$ cat config.mk
export PLATFORM = sky130hd
export DESIGN_NAME = pio_debounce_irq
export DESIGN_NICKNAME = d
export VERILOG_FILES = /design/src/rtl/pio_debounce_irq.sv
export SDC_FILE = /design/constraint.sdc
export NUM_CORES = 1
export LEC_CHECK = 0
export ABC_CLOCK_PERIOD_IN_PS = 4800
export BUFFER_PORTS_ARGS = -buffer_cell sky130_fd_sc_hd__buf_2
export CAP_MARGIN = 20
export CORE_UTILIZATION = 59
export CTS_CLUSTER_DIAMETER = 120
export DETAILED_ROUTE_END_ITERATION = 10
export GPL_TIMING_DRIVEN = 0
export PLACE_DENSITY = 0.81
export SLEW_MARGIN = 20
export SYNTH_ARGS = -nofsm -noshare
export SYNTH_HDL_FRONTEND = slang
export SYNTH_SLANG_ARGS = --single-unit
$ cat constraint.sdc
create_clock -name clk_50 -period 4.8 [get_ports clk_50]
set_input_delay 0 -clock clk_50 [delete_from_list [all_inputs] [get_ports clk_50]]
set_output_delay 0 -clock clk_50 [all_outputs]
set_load 0.05 [all_outputs]
$ cat src/rtl/pio_debounce_irq.sv
// -----------------------------------------------------------------------------
// pio_debounce_irq
//
// Parallel I/O peripheral for an Avalon-MM slave port. One instance serves a
// key, switch or LED bank of any width from 1 to 32 bits.
//
// Input path, per bit:
//   two-flop synchroniser -> debouncer (or bypass) -> edge detector
//   -> sticky edge-capture bit -> AND with mask -> OR-reduce to irq
// Output path:
//   write-only output register on out_port, with readback at its own offset.
//
// Parameters
//   DATA_W           width of in_port / out_port (1..32)
//   DEBOUNCE_CYCLES  clock cycles per debounce sample tick; 0 = no debounce
//   EDGE_MODE        0 rising, 1 falling, 2 any edge
//   OUT_RESET        reset value of out_port
//
// Ports
//   clk_50      system clock, the only clock
//   reset_n     asynchronous active-low reset
//   address     word register offset
//                 0: R debounced input      / W out_port
//                 1: R/W irq mask
//                 2: R edge capture         / W 1-to-clear
//                 3: R out_port readback    / W ignored
//   chipselect  slave select, qualifies read and write
//   read        read strobe, readdata valid one cycle later
//   write       write strobe, takes effect at the next clock edge
//   writedata   write data, bits at and above DATA_W ignored
//   readdata    registered read data, zero-extended, held between reads
//   irq         level interrupt: OR of (edge capture AND mask)
//   in_port     raw asynchronous inputs
//   out_port    output register
// -----------------------------------------------------------------------------
module pio_debounce_irq #(
    parameter int                DATA_W          = 10,
    parameter int                DEBOUNCE_CYCLES = 1000,
    parameter int                EDGE_MODE       = 2,
    parameter logic [DATA_W-1:0] OUT_RESET       = '0
) (
    input  logic              clk_50,
    input  logic              reset_n,
    input  logic [1:0]        address,
    input  logic              chipselect,
    input  logic              read,
    input  logic              write,
    input  logic [31:0]       writedata,
    output logic [31:0]       readdata,
    output logic              irq,
    input  logic [DATA_W-1:0] in_port,
    output logic [DATA_W-1:0] out_port
);

    // -------------------------------------------------------------------------
    // Register offsets
    // -------------------------------------------------------------------------
    localparam logic [1:0] OFF_DATA = 2'd0;
    localparam logic [1:0] OFF_MASK = 2'd1;
    localparam logic [1:0] OFF_EDGE = 2'd2;
    localparam logic [1:0] OFF_OUT  = 2'd3;

    // -------------------------------------------------------------------------
    // Declarations
    // -------------------------------------------------------------------------
    logic [DATA_W-1:0] sync1_reg;
    logic [DATA_W-1:0] sync2_reg;
    logic [DATA_W-1:0] deb_reg;
    logic [DATA_W-1:0] deb_next;
    logic [DATA_W-1:0] deb_prev_reg;
    logic [DATA_W-1:0] edge_det;
    logic [DATA_W-1:0] edge_cap_reg;
    logic [DATA_W-1:0] edge_cap_next;
    logic [DATA_W-1:0] cap_clr;
    logic [DATA_W-1:0] mask_reg;
    logic [DATA_W-1:0] out_reg;
    logic [31:0]       readdata_reg;
    logic [31:0]       rd_mux;
    logic [DATA_W-1:0] wdata;
    logic              wr_en;
    logic              rd_en;

    // Upper writedata bits have no register behind them; folding them into a
    // named sink keeps the intent explicit.
    logic              unused_wdata;
    assign unused_wdata = ^writedata;

    assign wr_en = chipselect & write;
    assign rd_en = chipselect & read;
    assign wdata = writedata[DATA_W-1:0];

    // -------------------------------------------------------------------------
    // Two-flop synchroniser for the asynchronous inputs
    // -------------------------------------------------------------------------
    always_ff @(posedge clk_50 or negedge reset_n) begin
        if (!reset_n) begin
            sync1_reg <= '0;
            sync2_reg <= '0;
        end else begin
            sync1_reg <= in_port;
            sync2_reg <= sync2_next(sync1_reg);
        end
    end

    // Identity helper; keeps the second stage visibly a plain copy.
    function automatic logic [DATA_W-1:0] sync2_next(input logic [DATA_W-1:0] s1);
        return s1;
    endfunction

    // -------------------------------------------------------------------------
    // Debouncer
    // -------------------------------------------------------------------------
    generate
        if (DEBOUNCE_CYCLES == 0) begin : g_bypass
            // No tick counter or history: the debounced value simply follows
            // the synchronised input one cycle later.
            assign deb_next = sync2_reg;
        end else begin : g_debounce
            localparam int CNT_W = (DEBOUNCE_CYCLES > 1) ? $clog2(DEBOUNCE_CYCLES) : 1;
            localparam logic [CNT_W-1:0] CNT_LAST = CNT_W'(DEBOUNCE_CYCLES - 1);

            logic [CNT_W-1:0] cnt_reg;
            logic             tick;

            // Free-running sample-tick counter, 0..DEBOUNCE_CYCLES-1.
            assign tick = (cnt_reg == CNT_LAST);

            always_ff @(posedge clk_50 or negedge reset_n) begin
                if (!reset_n) begin
                    cnt_reg <= '0;
                end else if (tick) begin
                    cnt_reg <= '0;
                end else begin
                    cnt_reg <= cnt_reg + CNT_W'(1);
                end
            end

            for (genvar gi = 0; gi < DATA_W; gi++) begin : g_bit
                logic [2:0] hist_reg;
                logic [2:0] hist_next;

                // Newest sample enters at bit 0.
                assign hist_next = {hist_reg[1:0], sync2_reg[gi]};

                always_ff @(posedge clk_50 or negedge reset_n) begin
                    if (!reset_n) begin
                        hist_reg <= '0;
                    end else if (tick) begin
                        hist_reg <= hist_next;
                    end
                end

                // The bit flips at the tick that completes three matching
                // samples of the opposite level. Using hist_next rather than
                // hist_reg lets deb change on that third tick itself instead
                // of one cycle after it.
                assign deb_next[gi] = (tick && (hist_next == {3{~deb_reg[gi]}}))
                                      ? ~deb_reg[gi] : deb_reg[gi];
            end
        end
    endgenerate

    always_ff @(posedge clk_50 or negedge reset_n) begin
        if (!reset_n) begin
            deb_reg      <= '0;
            deb_prev_reg <= '0;
        end else begin
            deb_reg      <= deb_next;
            deb_prev_reg <= deb_reg;
        end
    end

    // -------------------------------------------------------------------------
    // Edge detection; deb and deb_prev both reset to 0 so reset release never
    // looks like an edge.
    // -------------------------------------------------------------------------
    generate
        if (EDGE_MODE == 0) begin : g_rise
            assign edge_det = deb_reg & ~deb_prev_reg;
        end else if (EDGE_MODE == 1) begin : g_fall
            assign edge_det = ~deb_reg & deb_prev_reg;
        end else begin : g_any
            assign edge_det = deb_reg ^ deb_prev_reg;
        end
    endgenerate

    // -------------------------------------------------------------------------
    // Edge capture with write-1-to-clear. The set term is ORed in after the
    // clear so a new edge is never lost to a clear landing in the same cycle.
    // -------------------------------------------------------------------------
    assign cap_clr       = (wr_en && (address == OFF_EDGE)) ? wdata : '0;
    assign edge_cap_next = (edge_cap_reg & ~cap_clr) | edge_det;

    always_ff @(posedge clk_50 or negedge reset_n) begin
        if (!reset_n) begin
            edge_cap_reg <= '0;
        end else begin
            edge_cap_reg <= edge_cap_next;
        end
    end

    // -------------------------------------------------------------------------
    // Mask and output registers
    // -------------------------------------------------------------------------
    always_ff @(posedge clk_50 or negedge reset_n) begin
        if (!reset_n) begin
            mask_reg <= '0;
            out_reg  <= OUT_RESET;
        end else if (wr_en) begin
            if (address == OFF_MASK) begin
                mask_reg <= wdata;
            end
            if (address == OFF_DATA) begin
                out_reg <= wdata;
            end
        end
    end

    // -------------------------------------------------------------------------
    // Read path: one cycle latency, value held until the next read.
    // -------------------------------------------------------------------------
    always_comb begin
        rd_mux = '0;
        case (address)
            OFF_DATA: rd_mux[DATA_W-1:0] = deb_reg;
            OFF_MASK: rd_mux[DATA_W-1:0] = mask_reg;
            OFF_EDGE: rd_mux[DATA_W-1:0] = edge_cap_reg;
            OFF_OUT:  rd_mux[DATA_W-1:0] = out_reg;
            default:  rd_mux = '0;
        endcase
    end

    always_ff @(posedge clk_50 or negedge reset_n) begin
        if (!reset_n) begin
            readdata_reg <= '0;
        end else if (rd_en) begin
            readdata_reg <= rd_mux;
        end
    end

    // -------------------------------------------------------------------------
    // Outputs. irq is a pure AND/OR of flop outputs, so it cannot glitch on
    // bus activity.
    // -------------------------------------------------------------------------
    assign readdata = readdata_reg;
    assign out_port = out_reg;
    assign irq      = |(edge_cap_reg & mask_reg);

endmodule

-- Word-level counts from Yosys, hierarchy flattened
Index checks and enable logic that the tools add are counted.
- flip-flop bits (word level): 110
- output and inout bits: 43
- logic and storage cells: 78
- add/sub/neg operators: 1
- eq/ne operators: 14
- muxes and demuxes: 3
- bitwise logic cells: 17
- reduce and logical (&&, ||, !) cells: 15
- operators by type and width (operator ; number):
    $pmux 10 s4 ; 1
    $eq 3x3->1 ; 10
    $and 10x10->10 ; 2
    $mux 10 ; 2
    $logic_and 1x1->1 ; 11
    $add 10x1->10 const B ; 1
    $eq 10x10->1 const B ; 1
    $not 1->1 ; 10
    $not 10->10 ; 1
    $or 10x10->10 ; 1
    $reduce_or 10->1 ; 1
    $xor 10x10->10 ; 1
    $eq 2x2->1 const B ; 2
    $reduce_and 2->1 ; 2
    $and 1x1->1 ; 2
    $eq 2x1->1 const B ; 1
    $logic_not 2->1 ; 1

-- Depth between registers and ports, before layout
- depth in word-level cells: 6
- mapped depth: 5
- gate-level depth less buffers: 4

-- Worst setup path after synthesis
No wires, ideal clock.
- path type: register to register
- start: register g_debounce.cnt_reg[0]
- end: register g_debounce.g_bit[0].hist_reg[1]
- arrival: 1654 ps
- required time: 4675 ps
- path slack: 3022 ps
- cell stages (with the launch flop): 6
- cell sequence: dfrtp_1 ha_1 nand4b_4 nor3_4 buf_6 mux2_2
- word-level cells in the longest chain between the ends: 1
- RTL lines (element ; RTL line ; text):
    from (decl) ; 122 ; logic [CNT_W-1:0] cnt_reg;
    from (signal assigned) ; 134 ; cnt_reg <= cnt_reg + CNT_W'(1);
    $eq 10x10->1 ; 126 ; assign tick = (cnt_reg == CNT_LAST);
    to (signal assigned) ; 149 ; hist_reg <= hist_next;
    to (decl) ; 139 ; logic [2:0] hist_reg;
No other way between the ends.
A chain may end at the register's enable or synchronous reset.

-- Worst setup path after layout
- start: register g_debounce.cnt_reg[0]
- end: register g_debounce.g_bit[4].hist_reg[1]
- word-level cells in the longest chain between the ends: 1
- RTL lines (element ; RTL line):
    $eq 10x10->1 ; 126
    to (signal assigned) ; 149
    to (decl) ; 139
No other way between the ends.

==> run metrics <==
fill count slightly above 500; Async S/R FF share, synth 100%; Max VDD drop 0.202 mV; Arrival @ worst endpoint about 2.3 ns; DRC Markers 0; r2r setup slk between 2 and 3 ns; gr usage total 22.2%; Power Density ~340 nW/um2; Yosys reg bits 110; Vias/cell about 5.5; RSZ-0062 raised after global routing no; clock buffer count from CTS 9; 1st-pass router iterations 4; final setup violation count 0; multi-input logic area around 1700 um2; Placed Cells 507; utilization after layout 71.9%; worst reg-to-reg path cell count 5; part of the power in the clock network a little over a quarter; Via Count 2967; Fin Clk Skew about 0.009 ns; cell area after synthesis 4660 um2; worst path required time 5.05 ns; number of port buffers 47; remaining global-route overflow 0; Initial Util between 60 and 70%; HPWL Detailed 5640 um; Reg area between 2000 and 3000 um2; Tmin final approximately 2 ns; Post-Layout Cell Count around 540; Die X between 90 and 100 um; RePlAce Congestion 0.813; relative slew slack 60.9%; CP max FO 10; # rows 32; initial antenna violation count 0; post-route ant nets 0; sequential share of power 54.5%; WL/cell 15.5 um; Unique masters post-synth 40; Worst Hold Slack about 0.046 ns; Psw approximately 580 uW; leakage ~2.8 nW; largest net degree at the start of global routing 87; synthesized instance count 336; FF-to-FF End g_debounce.g_bit[4].hist_reg[1]; Main synth FF type dfrtp_1; sequential area share after synthesis approximately 59%; hold buffer count at cts 21; Post-Route WL approximately 8400 um; final hold vios 0; Post-CTS Resized 0; Worst Setup SP g_debounce.cnt_reg[0]; Setup TNS Final 0 ns; Tot Pwr 1.89 mW; clock tree from TritonCTS done; reg2reg start g_debounce.cnt_reg[0]; CTS H-Tree Depth 3; synth warn 0; die height around 90 um; Post-synth EDFFs 0; Avg Synthesized Cell Area 13.9 um2; most common cell after layout, fill and taps aside dfrtp_1; # diodes 0; first-pass GRT wire length 14200 um; critical path launch point type register; Pins Over Slew Limit 0; final period utilization 42.3%; status finished clean; fraction of layout cells with a size suffix above 1 37.6%; nets a little under 500; Reg clk slew, reported paths around 0.090 ns; synthesis-to-layout area growth 18.7%; clock buffer depth 2; Gate power share about a fifth; Die ar. between 8000 and 9000 um2; vias in the first global route 2954; Skew-Pair Late Insertion Delay 0.37 ns; crit path capture g_debounce.g_bit[4].hist_reg[1]; Worst Hold Class input pin to asynchronous set/reset pin; I/O pins between 90 and 100; Iteration-0 DRC Markers 136; Post-CTS Setup Inserts 0; core area about 7700 um2; fmax between 0.4 and 0.5 GHz; Slew @ Worst Pin 0.585 ns; sw frac 30.8%; critical setup path kind register to register; internal power 1.31 mW; # clock sinks 110; Clock Tree Root clkbuf_8; commonest non-fill, non-tap cells in the layout dfrtp_1 (110), mux2_2 (50), buf_2 (49); crit end category register; Largest register FFs 20; max_cap viols 0
through the flow:
stage	area (um2)	setup slack [ns]
6_report	5530	2.77
5_1_grt	5530	2.62
4_1_cts	5530	2.73
3_5_place_dp	5130	2.75
3_3_place_gp	5100	2.58
2_1_floorplan	4740	3.02
critical path: stages, from the launching register on:
cell and delay (ns):
dfrtp_1 0.41, ha_1 0.32, nand4b_4 0.20, nor3_4 0.42, buf_6 0.23, mux2_2 0.34
synth_stat cells, types with 2 or more instances:
cell	instances	area share [%]
clkbuf_1	4	0.32
or2_2	10	1.3
a21oi_1	3	0.32
buf_6	2	0.48
a21o_1	10	1.6
a22oi_1	3	0.48
nand2_1	25	2.0
xor2_1	11	2.1
inv_1	3	0.24
or3_1	2	0.27
nand3_1	15	1.6
buf_4	23	3.7
dfrtp_1	110	59
o311ai_1	10	1.9
buf_2	3	0.32
nor3_4	2	0.70
o41ai_1	10	1.9
o21ai_0	5	0.54
nand4_1	2	0.27
mux2_2	50	12
xnor2_1	2	0.38
nor2_1	4	0.32
mux4_2	10	4.8
layout make-up:
cell class,instances,share of cell area [%]
clock inverter,6,0.860
inverter,3,0.204
sequential,110,49.8
multi-input combinational,211,31.5
buffer,33,4.16
tap,102,2.31
timing repair buffer,69,8.67
clock buffer,10,2.49
cells by family after synthesis:
| logic type | Yosys count | synth area share (%) |
|---|---|---|
| AOI/OAI and AO/OA | 46 | 7.68 |
| xor gates and xnor gates | 13 | 2.44 |
| adders and majority gates | 1 | 0.269 |
| buffers and inverters | 36 | 5.18 |
| DFF | 110 | 59.1 |
| muxes | 60 | 16.9 |
| other | 1 | 0.0805 |
| and+or+nand+nor | 69 | 8.33 |
layer usage:
| layer | GRT usage [%] | wire (um) | vias to the layer above |
|---|---|---|---|
| li1 | - | - | 1392 |
| met1 | 29.5 | 3820 | 1494 |
| met2 | 36.5 | 4170 | 71 |
| met3 | 3.03 | 294 | 10 |
| met4 | 10.1 | 154 | 0 |
| met5 | 0 | 0 | - |
worst min-delay path by stage:
| stage | start | end | cells past startpoint | slack, ns |
|---|---|---|---|---|
| finish | reset_n | out_port[9] | 2 | 0.05 |
| global placement | in_port[6] | sync1_reg[6] | 1 | 0.11 |
| global route | reset_n | deb_reg[9] | 2 | 0.07 |
| detailed placement | reset_n | out_port[9] | 1 | -0.13 |
| floorplan | reset_n | deb_prev_reg[0] | 0 | -0.30 |
| CTS | reset_n | out_port[9] | 2 | 0.05 |
power by group through the flow:
stage / clock network (mW) / logic, mW / registers, mW
floorplan: 0 / 0.126 / 1.17
global placement: 0 / 0.332 / 1.04
detailed placement: 0 / 0.342 / 1.05
CTS: 0.519 / 0.355 / 1.03
global route: 0.555 / 0.372 / 1.04
finish: 0.508 / 0.354 / 1.03
Power figures use the tool's default switching activity.
